[src/rtl/decoder_pipe_if.sv]
// rtl/decoder_pipe_if.sv - ID/EX decode stage handshake and result bus
interface decoder_pipe_if #(
  parameter int EXEC_BUS_WIDTH = 7,
  parameter int MEM_BUS_WIDTH  = 3,
  parameter int WB_BUS_WIDTH   = 2
);
  logic                      in_valid;
  logic                      in_ready;
  logic [31:0]               instr;
  logic                      flush;
  logic                      out_ready;
  logic                      out_valid;
  logic [EXEC_BUS_WIDTH-1:0] execute_bus;
  logic [MEM_BUS_WIDTH-1:0]  memory_bus;
  logic [WB_BUS_WIDTH-1:0]   wb_bus;
  logic [4:0]                out_rs;
  logic [4:0]                out_rt;
  logic [4:0]                out_rd;
  logic [31:0]               out_imm;
  logic                      hazard_stall;
  logic                      illegal;

  // Fetch/execute side: supplies instructions and accepts decoded results
  modport master (
    output in_valid, instr, flush, out_ready,
    input  in_ready, out_valid, execute_bus, memory_bus, wb_bus,
    input  out_rs, out_rt, out_rd, out_imm, hazard_stall, illegal
  );

  // Decode stage side
  modport slave (
    input  in_valid, instr, flush, out_ready,
    output in_ready, out_valid, execute_bus, memory_bus, wb_bus,
    output out_rs, out_rt, out_rd, out_imm, hazard_stall, illegal
  );
endinterface

[src/rtl/decoder_pipe.sv]
// rtl/decoder_pipe.sv - registered MIPS ID/EX decode stage with load-use bubble insertion
module decoder_pipe #(
  parameter int EXEC_BUS_WIDTH   = 7,
  parameter int MEM_BUS_WIDTH    = 3,
  parameter int WB_BUS_WIDTH     = 2,
  parameter int LOAD_USE_BUBBLES = 1
) (
  input logic           clk,
  input logic           rst_n,
  decoder_pipe_if.slave bus
);

  localparam logic [3:0] ALU_SLL  = 4'b0000;
  localparam logic [3:0] ALU_SRL  = 4'b0001;
  localparam logic [3:0] ALU_SRA  = 4'b0010;
  localparam logic [3:0] ALU_ADDU = 4'b0011;
  localparam logic [3:0] ALU_AND  = 4'b0100;
  localparam logic [3:0] ALU_OR   = 4'b0101;
  localparam logic [3:0] ALU_XOR  = 4'b0110;
  localparam logic [3:0] ALU_NOR  = 4'b0111;
  localparam logic [3:0] ALU_SUBU = 4'b1000;
  localparam logic [3:0] ALU_SLT  = 4'b1001;
  localparam logic [3:0] ALU_LUI  = 4'b1010;
  localparam logic [3:0] ALU_NONE = 4'b1111;

  typedef enum logic {RUN, BUBBLE} state_t;

  state_t     state_q, state_d;
  logic [2:0] cnt_q, cnt_d;

  logic                      valid_q;
  logic [EXEC_BUS_WIDTH-1:0] ex_q;
  logic [MEM_BUS_WIDTH-1:0]  mem_q;
  logic [WB_BUS_WIDTH-1:0]   wb_q;
  logic [4:0]                rs_q, rt_q, rd_q;
  logic [31:0]               imm_q;
  logic                      ill_q;

  logic [EXEC_BUS_WIDTH-1:0] ex_d;
  logic [MEM_BUS_WIDTH-1:0]  mem_d;
  logic [WB_BUS_WIDTH-1:0]   wb_d;
  logic [31:0]               imm_d;
  logic                      ill_d;
  logic                      uses_rt;

  logic       load_en, hazard, in_ready, hazard_stall;
  logic [5:0] op, fn;
  logic [4:0] rs_in, rt_in;

  assign op    = bus.instr[31:26];
  assign fn    = bus.instr[5:0];
  assign rs_in = bus.instr[25:21];
  assign rt_in = bus.instr[20:16];

  // An empty output slot can always be refilled, even while execute stalls
  assign load_en = bus.out_ready || !valid_q;

  // Held load whose destination is read by the incoming instruction
  assign hazard = (state_q == RUN) && valid_q && mem_q[1] && (rt_q != 5'd0) && bus.in_valid &&
                  ((rt_q == rs_in) || (uses_rt && (rt_q == rt_in)));

  // Instruction decode into control buses, immediate and illegal flag
  always_comb begin
    logic [3:0] alu;
    logic       alu_src, reg_dst, shamt_flag;
    logic       mem_write, mem_read, branch_flag, mem_to_reg, reg_write, zext;
    alu = ALU_NONE; alu_src = 1'b0; reg_dst = 1'b0; shamt_flag = 1'b0;
    mem_write = 1'b0; mem_read = 1'b0; branch_flag = 1'b0;
    mem_to_reg = 1'b0; reg_write = 1'b0; zext = 1'b0;
    ill_d = 1'b0; uses_rt = 1'b0;
    case (op)
      6'b000000: begin
        uses_rt = 1'b1; reg_dst = 1'b1; reg_write = 1'b1;
        case (fn)
          6'b000000: begin alu = ALU_SLL; shamt_flag = 1'b1; end
          6'b000010: begin alu = ALU_SRL; shamt_flag = 1'b1; end
          6'b000011: begin alu = ALU_SRA; shamt_flag = 1'b1; end
          6'b000100: alu = ALU_SLL;
          6'b000110: alu = ALU_SRL;
          6'b000111: alu = ALU_SRA;
          6'b100001: alu = ALU_ADDU;
          6'b100011: alu = ALU_SUBU;
          6'b100100: alu = ALU_AND;
          6'b100101: alu = ALU_OR;
          6'b100110: alu = ALU_XOR;
          6'b100111: alu = ALU_NOR;
          6'b101010: alu = ALU_SLT;
          6'b001000: begin branch_flag = 1'b1; reg_write = 1'b0; end
          6'b001001: branch_flag = 1'b1;
          default: begin alu = 4'b0000; reg_dst = 1'b0; reg_write = 1'b0; ill_d = 1'b1; end
        endcase
        // The all-zero word is the canonical NOP: an SLL that writes nothing
        if (bus.instr == 32'h0) reg_write = 1'b0;
      end
      6'b000100, 6'b000101: begin alu = ALU_SUBU; branch_flag = 1'b1; uses_rt = 1'b1; end
      6'b000010: branch_flag = 1'b1;
      6'b000011: begin branch_flag = 1'b1; reg_write = 1'b1; end
      6'b001000: begin alu = ALU_ADDU; alu_src = 1'b1; reg_write = 1'b1; end
      6'b001010: begin alu = ALU_SLT;  alu_src = 1'b1; reg_write = 1'b1; end
      6'b001100: begin alu = ALU_AND;  alu_src = 1'b1; reg_write = 1'b1; zext = 1'b1; end
      6'b001101: begin alu = ALU_OR;   alu_src = 1'b1; reg_write = 1'b1; zext = 1'b1; end
      6'b001110: begin alu = ALU_XOR;  alu_src = 1'b1; reg_write = 1'b1; zext = 1'b1; end
      6'b001111: begin alu = ALU_LUI;  alu_src = 1'b1; reg_write = 1'b1; end
      default: begin
        if (op[5:3] == 3'b100) begin
          alu = ALU_ADDU; alu_src = 1'b1; mem_read = 1'b1; mem_to_reg = 1'b1; reg_write = 1'b1;
        end else if (op[5:3] == 3'b101) begin
          alu = ALU_ADDU; alu_src = 1'b1; mem_write = 1'b1; uses_rt = 1'b1;
        end else begin
          alu = 4'b0000; ill_d = 1'b1;
        end
      end
    endcase
    ex_d = '0;
    ex_d[3:0] = alu;
    ex_d[4]   = alu_src;
    ex_d[5]   = reg_dst;
    ex_d[6]   = shamt_flag;
    mem_d = '0;
    mem_d[0] = mem_write;
    mem_d[1] = mem_read;
    mem_d[2] = branch_flag;
    wb_d = '0;
    wb_d[0] = mem_to_reg;
    wb_d[1] = reg_write;
    imm_d = zext ? {16'h0, bus.instr[15:0]} : {{16{bus.instr[15]}}, bus.instr[15:0]};
  end

  // FSM state and bubble counter register
  always_ff @(posedge clk or negedge rst_n) begin
    if (!rst_n) begin
      state_q <= RUN;
      cnt_q   <= 3'd0;
    end else begin
      state_q <= state_d;
      cnt_q   <= cnt_d;
    end
  end

  // FSM next state: enter BUBBLE on a load-use hazard, count bubbles out, flush wins
  always_comb begin
    state_d = state_q;
    cnt_d   = cnt_q;
    if (bus.flush) begin
      state_d = RUN;
      cnt_d   = 3'd0;
    end else begin
      case (state_q)
        RUN: begin
          if (hazard && load_en) begin
            state_d = BUBBLE;
            cnt_d   = 3'(LOAD_USE_BUBBLES - 1);
          end
        end
        BUBBLE: begin
          if (load_en) begin
            if (cnt_q == 3'd0) state_d = RUN;
            else               cnt_d   = cnt_q - 3'd1;
          end
        end
        default: state_d = RUN;
      endcase
    end
  end

  // FSM outputs: upstream handshake and PC/IF-ID hold
  always_comb begin
    in_ready     = load_en && (state_q == RUN) && !hazard && !bus.flush;
    hazard_stall = (state_q == BUBBLE);
  end

  // ID/EX pipeline register: load on accept, insert bubble otherwise, hold under backpressure
  always_ff @(posedge clk or negedge rst_n) begin
    if (!rst_n) begin
      valid_q <= 1'b0;
      ex_q    <= '0;
      mem_q   <= '0;
      wb_q    <= '0;
      rs_q    <= 5'd0;
      rt_q    <= 5'd0;
      rd_q    <= 5'd0;
      imm_q   <= 32'h0;
      ill_q   <= 1'b0;
    end else if (bus.flush) begin
      valid_q <= 1'b0;
      ex_q    <= '0;
      mem_q   <= '0;
      wb_q    <= '0;
      ill_q   <= 1'b0;
    end else if (load_en) begin
      if (bus.in_valid && in_ready) begin
        valid_q <= 1'b1;
        ex_q    <= ex_d;
        mem_q   <= mem_d;
        wb_q    <= wb_d;
        rs_q    <= rs_in;
        rt_q    <= rt_in;
        rd_q    <= bus.instr[15:11];
        imm_q   <= imm_d;
        ill_q   <= ill_d;
      end else begin
        valid_q <= 1'b0;
        ill_q   <= 1'b0;
      end
    end
  end

  assign bus.in_ready     = in_ready;
  assign bus.hazard_stall = hazard_stall;
  assign bus.out_valid    = valid_q;
  assign bus.execute_bus  = ex_q;
  assign bus.memory_bus   = mem_q;
  assign bus.wb_bus       = wb_q;
  assign bus.out_rs       = rs_q;
  assign bus.out_rt       = rt_q;
  assign bus.out_rd       = rd_q;
  assign bus.out_imm      = imm_q;
  assign bus.illegal      = ill_q;

endmodule

[src/flat_wrapper.sv]
// flat-port wrapper written by rule: the top's interface ports become plain ports
module decoder_pipe_flat 
#(
  parameter int EXEC_BUS_WIDTH   = 7,
  parameter int MEM_BUS_WIDTH    = 3,
  parameter int WB_BUS_WIDTH     = 2,
  parameter int LOAD_USE_BUBBLES = 1
)
  (clk, rst_n, bus_in_valid, bus_instr, bus_flush, bus_out_ready, bus_in_ready, bus_out_valid, bus_execute_bus, bus_memory_bus, bus_wb_bus, bus_out_rs, bus_out_rt, bus_out_rd, bus_out_imm, bus_hazard_stall, bus_illegal);
  decoder_pipe_if #(.EXEC_BUS_WIDTH(EXEC_BUS_WIDTH), .MEM_BUS_WIDTH(MEM_BUS_WIDTH), .WB_BUS_WIDTH(WB_BUS_WIDTH)) bus_i ();
  input logic clk;
  input logic rst_n;
  input wire logic [$bits(bus_i.in_valid)-1:0] bus_in_valid;
  input wire logic [$bits(bus_i.instr)-1:0] bus_instr;
  input wire logic [$bits(bus_i.flush)-1:0] bus_flush;
  input wire logic [$bits(bus_i.out_ready)-1:0] bus_out_ready;
  output wire logic [$bits(bus_i.in_ready)-1:0] bus_in_ready;
  output wire logic [$bits(bus_i.out_valid)-1:0] bus_out_valid;
  output wire logic [$bits(bus_i.execute_bus)-1:0] bus_execute_bus;
  output wire logic [$bits(bus_i.memory_bus)-1:0] bus_memory_bus;
  output wire logic [$bits(bus_i.wb_bus)-1:0] bus_wb_bus;
  output wire logic [$bits(bus_i.out_rs)-1:0] bus_out_rs;
  output wire logic [$bits(bus_i.out_rt)-1:0] bus_out_rt;
  output wire logic [$bits(bus_i.out_rd)-1:0] bus_out_rd;
  output wire logic [$bits(bus_i.out_imm)-1:0] bus_out_imm;
  output wire logic [$bits(bus_i.hazard_stall)-1:0] bus_hazard_stall;
  output wire logic [$bits(bus_i.illegal)-1:0] bus_illegal;
  assign bus_i.in_valid = bus_in_valid;
  assign bus_i.instr = bus_instr;
  assign bus_i.flush = bus_flush;
  assign bus_i.out_ready = bus_out_ready;
  assign bus_in_ready = bus_i.in_ready;
  assign bus_out_valid = bus_i.out_valid;
  assign bus_execute_bus = bus_i.execute_bus;
  assign bus_memory_bus = bus_i.memory_bus;
  assign bus_wb_bus = bus_i.wb_bus;
  assign bus_out_rs = bus_i.out_rs;
  assign bus_out_rt = bus_i.out_rt;
  assign bus_out_rd = bus_i.out_rd;
  assign bus_out_imm = bus_i.out_imm;
  assign bus_hazard_stall = bus_i.hazard_stall;
  assign bus_illegal = bus_i.illegal;
  decoder_pipe #(.EXEC_BUS_WIDTH(EXEC_BUS_WIDTH), .MEM_BUS_WIDTH(MEM_BUS_WIDTH), .WB_BUS_WIDTH(WB_BUS_WIDTH), .LOAD_USE_BUBBLES(LOAD_USE_BUBBLES)) u_core (.clk(clk), .rst_n(rst_n), .bus(bus_i));
endmodule
[config.mk]
export PLATFORM = sky130hd
export DESIGN_NAME = decoder_pipe_flat
export DESIGN_NICKNAME = d
export VERILOG_FILES = /design/src/rtl/decoder_pipe_if.sv /design/src/rtl/decoder_pipe.sv /design/src/flat_wrapper.sv
export SDC_FILE = /design/constraint.sdc
export NUM_CORES = 1
export LEC_CHECK = 0
export ABC_CLOCK_PERIOD_IN_PS = 3520
export CAP_MARGIN = 25
export CORE_MARGIN = 2
export CORE_UTILIZATION = 49
export DETAILED_ROUTE_END_ITERATION = 8
export PLACE_DENSITY = 0.87
export SLEW_MARGIN = 30
export SYNTH_ARGS = -nofsm -noshare
export SYNTH_HDL_FRONTEND = slang
export SYNTH_SLANG_ARGS = --single-unit
[constraint.sdc]
create_clock -name clk -period 3.52 [get_ports clk]
set_clock_uncertainty 0.2 [all_clocks]
set_input_delay 0.704 -clock clk [delete_from_list [all_inputs] [get_ports clk]]
set_output_delay 0.704 -clock clk [all_outputs]
set_load 0.05 [all_outputs]
==> results by group <==
Run status
  • Status: complete, no violations

Setup path
  • RR Startpoint: u_core.bus.out_rt[1]
  • Crit Reg-Reg Endpoint: u_core.bus.out_imm[14]
  • CP Capture Type: primary output
  • Crit path max fanout: 3
  • R2r setup slk: between 900 and 1000 ps
  • Worst-path cell chain: clkdlybuf4s50_1 -> xnor2_1 -> nand4_1 -> or3_1 -> o211a_4 -> and2_1 -> buf_4
  • CP peak stage delay: 530 ps
  • Worst path required time: 2620 ps
  • Slowest CP cell: clkdlybuf4s50_1
  • FF-to-FF path depth: 7
  • CP arrival: 2510 ps
  • Critical path launch point type: primary input
  • Worst setup path class: primary input to primary output

STA
  • Final clock period utilization by the worst path: 96.86%
  • Fin. Hold Viols: 0
  • Minimum clock period: roughly 3400 ps
  • Hold WS: 201.2 ps
  • Worst-margin pin slew: 584.6 ps
  • Relative slew slack: 60.48%
  • Fmax: about 290 MHz
  • # setup viols final: 0
  • RSZ-0062 raised after global routing: false
  • Max-slew violation count: 0
  • Setup TNS: 0 ps

Global route
  • Initial antenna violation count: 0
  • Largest net degree at the start of global routing: 45
  • Gr ovfl total: 0
  • Vias in the first global route: between 2000 and 2500
  • All-layer global routing usage: 23.58%
  • Global-route wire length before repair: 11720 um

Run
  • MaxCap Viol Count: 0

Floorplanning
  • Die Y: 78.88 um
  • Initial Util: 50.21%
  • Die ar.: 0.006222 mm^2
  • Die Span X: 78.88 um
  • Core Rows: 27
  • Area of the core: 0.005473 mm^2
  • # IOs: 100

CTS
  • CTS HTree Levels: 2
  • Post-CTS sizing: 0
  • Clock latency on the worst-skew pair: ~290 ps
  • Reg clk slew, reported paths: 80 ps
  • CTS tree: done
  • Root buffer cell: clkbuf_8
  • CTS buffer count: 5
  • Clock Path Buffers: 2
  • Post-CTS setup buffer count: 0
  • Clk sink count: 44
  • Hold Buf Count CTS: 0

Pwr
  • Pleak: 1.479 nW
  • Pwr Density: 486.5 mW/mm^2
  • Combinational power share: a little under half
  • Internal power: about 0.0011 W
  • Sw Share: 41.33%
  • Net switching power: 0.0007527 W
  • Clk pwr share: between 20 and 25%
  • Sequential power share: roughly 34%
  • Worst IR Drop VDD: 0.2505 mV
  • Overall power: 0.001821 W

Route
  • WL per Instance: between 15 and 20 um
  • Initial drt markers: 172
  • Final ANT Viol Nets: 0
  • Met2 routed WL: approximately 3500 um
  • WL final: 7034 um
  • Top Metal Used: met4
  • Metal-1 WL: 2922 um
  • Routed wl met3: 535 um
  • DRC: 0
  • TritonRoute pass-1 iters: 4
  • Vias per inst: 5.708
  • Via count: approximately 2500

Finish
  • Fin area: 0.003744 mm^2
  • Share of post-route cells with drive strength above 1: 13.62%
  • Antenna cells: 0
  • Nets: ~410
  • Area grow syn2layout: 36.25%

Synth
  • Synth Warn #: 0
  • Mapped cell area: 0.002748 mm^2
  • Count leader, synth: dfrtp_1
  • Post-synth ARST share: 100.0%
  • Register bit total from synthesis: 44
  • Syn_nets: 329
  • Synth top area share: approximately 40%
  • Synth Instances: 290
  • Primary FF master, synth: dfrtp_1
  • Synth Area per Inst: 9.475 um^2
  • EDFF count, synth: 0
  • Synth area leader: dfrtp_1
  • Unique masters post-synth: 49
  • Top cells by area, synth: dfrtp_1 40%, mux2_2 11%, o21ai_0 6.0%
  • Sequential element share of the synthesized area: roughly two fifths
  • Commonest cells post-synth: 44 x dfrtp_1, 33 x o21ai_0, 27 x mux2_2, 21 x buf_4, 18 x a21oi_1

Placed design
  • Dpl hpwl: 5241 um
  • Post-place instance area: about 0.0036 mm^2
  • PortBufs: 99
  • GP Congestion: 0.8845

Hold path
  • Hold Crit Class: primary input to asynchronous set/reset pin
-- routing by layer --
| metal | track usage, % | vias to the layer above |
|---|---|---|
| li1 | - | 1183 |
| met1 | 31.19 | 1180 |
| met2 | 40.34 | 127 |
| met3 | 4.318 | 16 |
| met4 | 5.690 | 0 |
| met5 | 0 | - |
-- cells by family (layout without fill, tap and decap cells) --
kind of cell             after synthesis  in the layout  share of synthesized area [%]
AO/OA/AOI/OAI                         76             76                          16.80
XOR/XNOR                              11             11                          3.506
buffers and inverters                 48            125                          10.75
flip-flops                            44             44                          40.07
adder cells (fa/ha/maj)                2              2                         0.9106
AND/OR/NAND/NOR                       82             82                          16.89
multiplexers                          27             27                          11.07
-- final cells by class --
cell class,count,area (um^2)
clock inverters,1,30.03
multi-input cells,198,1351
repair buffers,110,1069
clock buffers,5,68.82
flip-flops and latches,44,1101
fillers,442,1729
well taps,72,90.09
inverters,9,33.78
-- cell usage in the layout, fill, tap and decap left out, types with 6 or more instances in the layout --
cell type        instances
nor4_1                   9
a21oi_1                 18
buf_4                   13
dfrtp_1                 44
nor2b_1                 10
inv_1                    9
xnor2_1                  7
nand2_1                  8
o21ai_0                 33
nand4_1                  6
nand2b_1                 9
mux2_2                  27
clkdlybuf4s50_1         97
nand3_1                  7
nor2_1                  14
-- through the flow --
stage | cells | utilization, % | setup WS (ps)
6_report | 439 | 68.40 | 110.5
3_5_place_dp | 433 | 66.60 | 111.5
4_1_cts | 439 | 68.40 | 103.3
5_1_grt | 439 | 68.40 | 16.84
3_3_place_gp | 433 | 66.55 | 126.5
2_1_floorplan | 290 | - | 648.2
-- state kept, by name, summed over array words and instances, names as in the netlist --
signal,count
u_core.bus.illegal,1
u_core.cnt_q,3
u_core.bus.out_valid,1
u_core.bus.wb_bus,2
u_core.bus.out_imm,17
u_core.bus.out_rt,5
u_core.bus.out_rs,5
u_core.bus.memory_bus,2
u_core.bus.hazard_stall,1
u_core.bus.execute_bus,7
-- critical path: cells and delay by family --
kind / cells / cell delay, ps
AO/OA/AOI/OAI: 1 / 270
buffers and inverters: 2 / 710
XOR/XNOR: 1 / 150
AND/OR/NAND/NOR: 3 / 670
-- power groups by stage --
stage | Sequential, W | Combinational, W | Clock, W
after detailed placement | 0.000627 | 0.000834 | 0
after global placement | 0.000623 | 0.000825 | 0
after CTS | 0.000617 | 0.000837 | 0.000373
after floorplan | 0.000837 | 0.000380 | 0
after global routing | 0.000627 | 0.000869 | 0.000408
final | 0.000616 | 0.000834 | 0.000370
-- worst max path at each step --
stage | start | to | slack [ps] | cells after the start
after floorplan | bus_instr[28] | bus_in_ready | 650 | 6
after global placement | bus_instr[20] | bus_in_ready | 130 | 7
after detailed placement | bus_instr[17] | bus_in_ready | 110 | 7
after CTS | bus_instr[17] | bus_in_ready | 100 | 7
after global routing | bus_instr[17] | bus_in_ready | 20 | 7
final | bus_instr[17] | bus_in_ready | 110 | 7
Note: power is estimated with default switching activity, not from simulation.
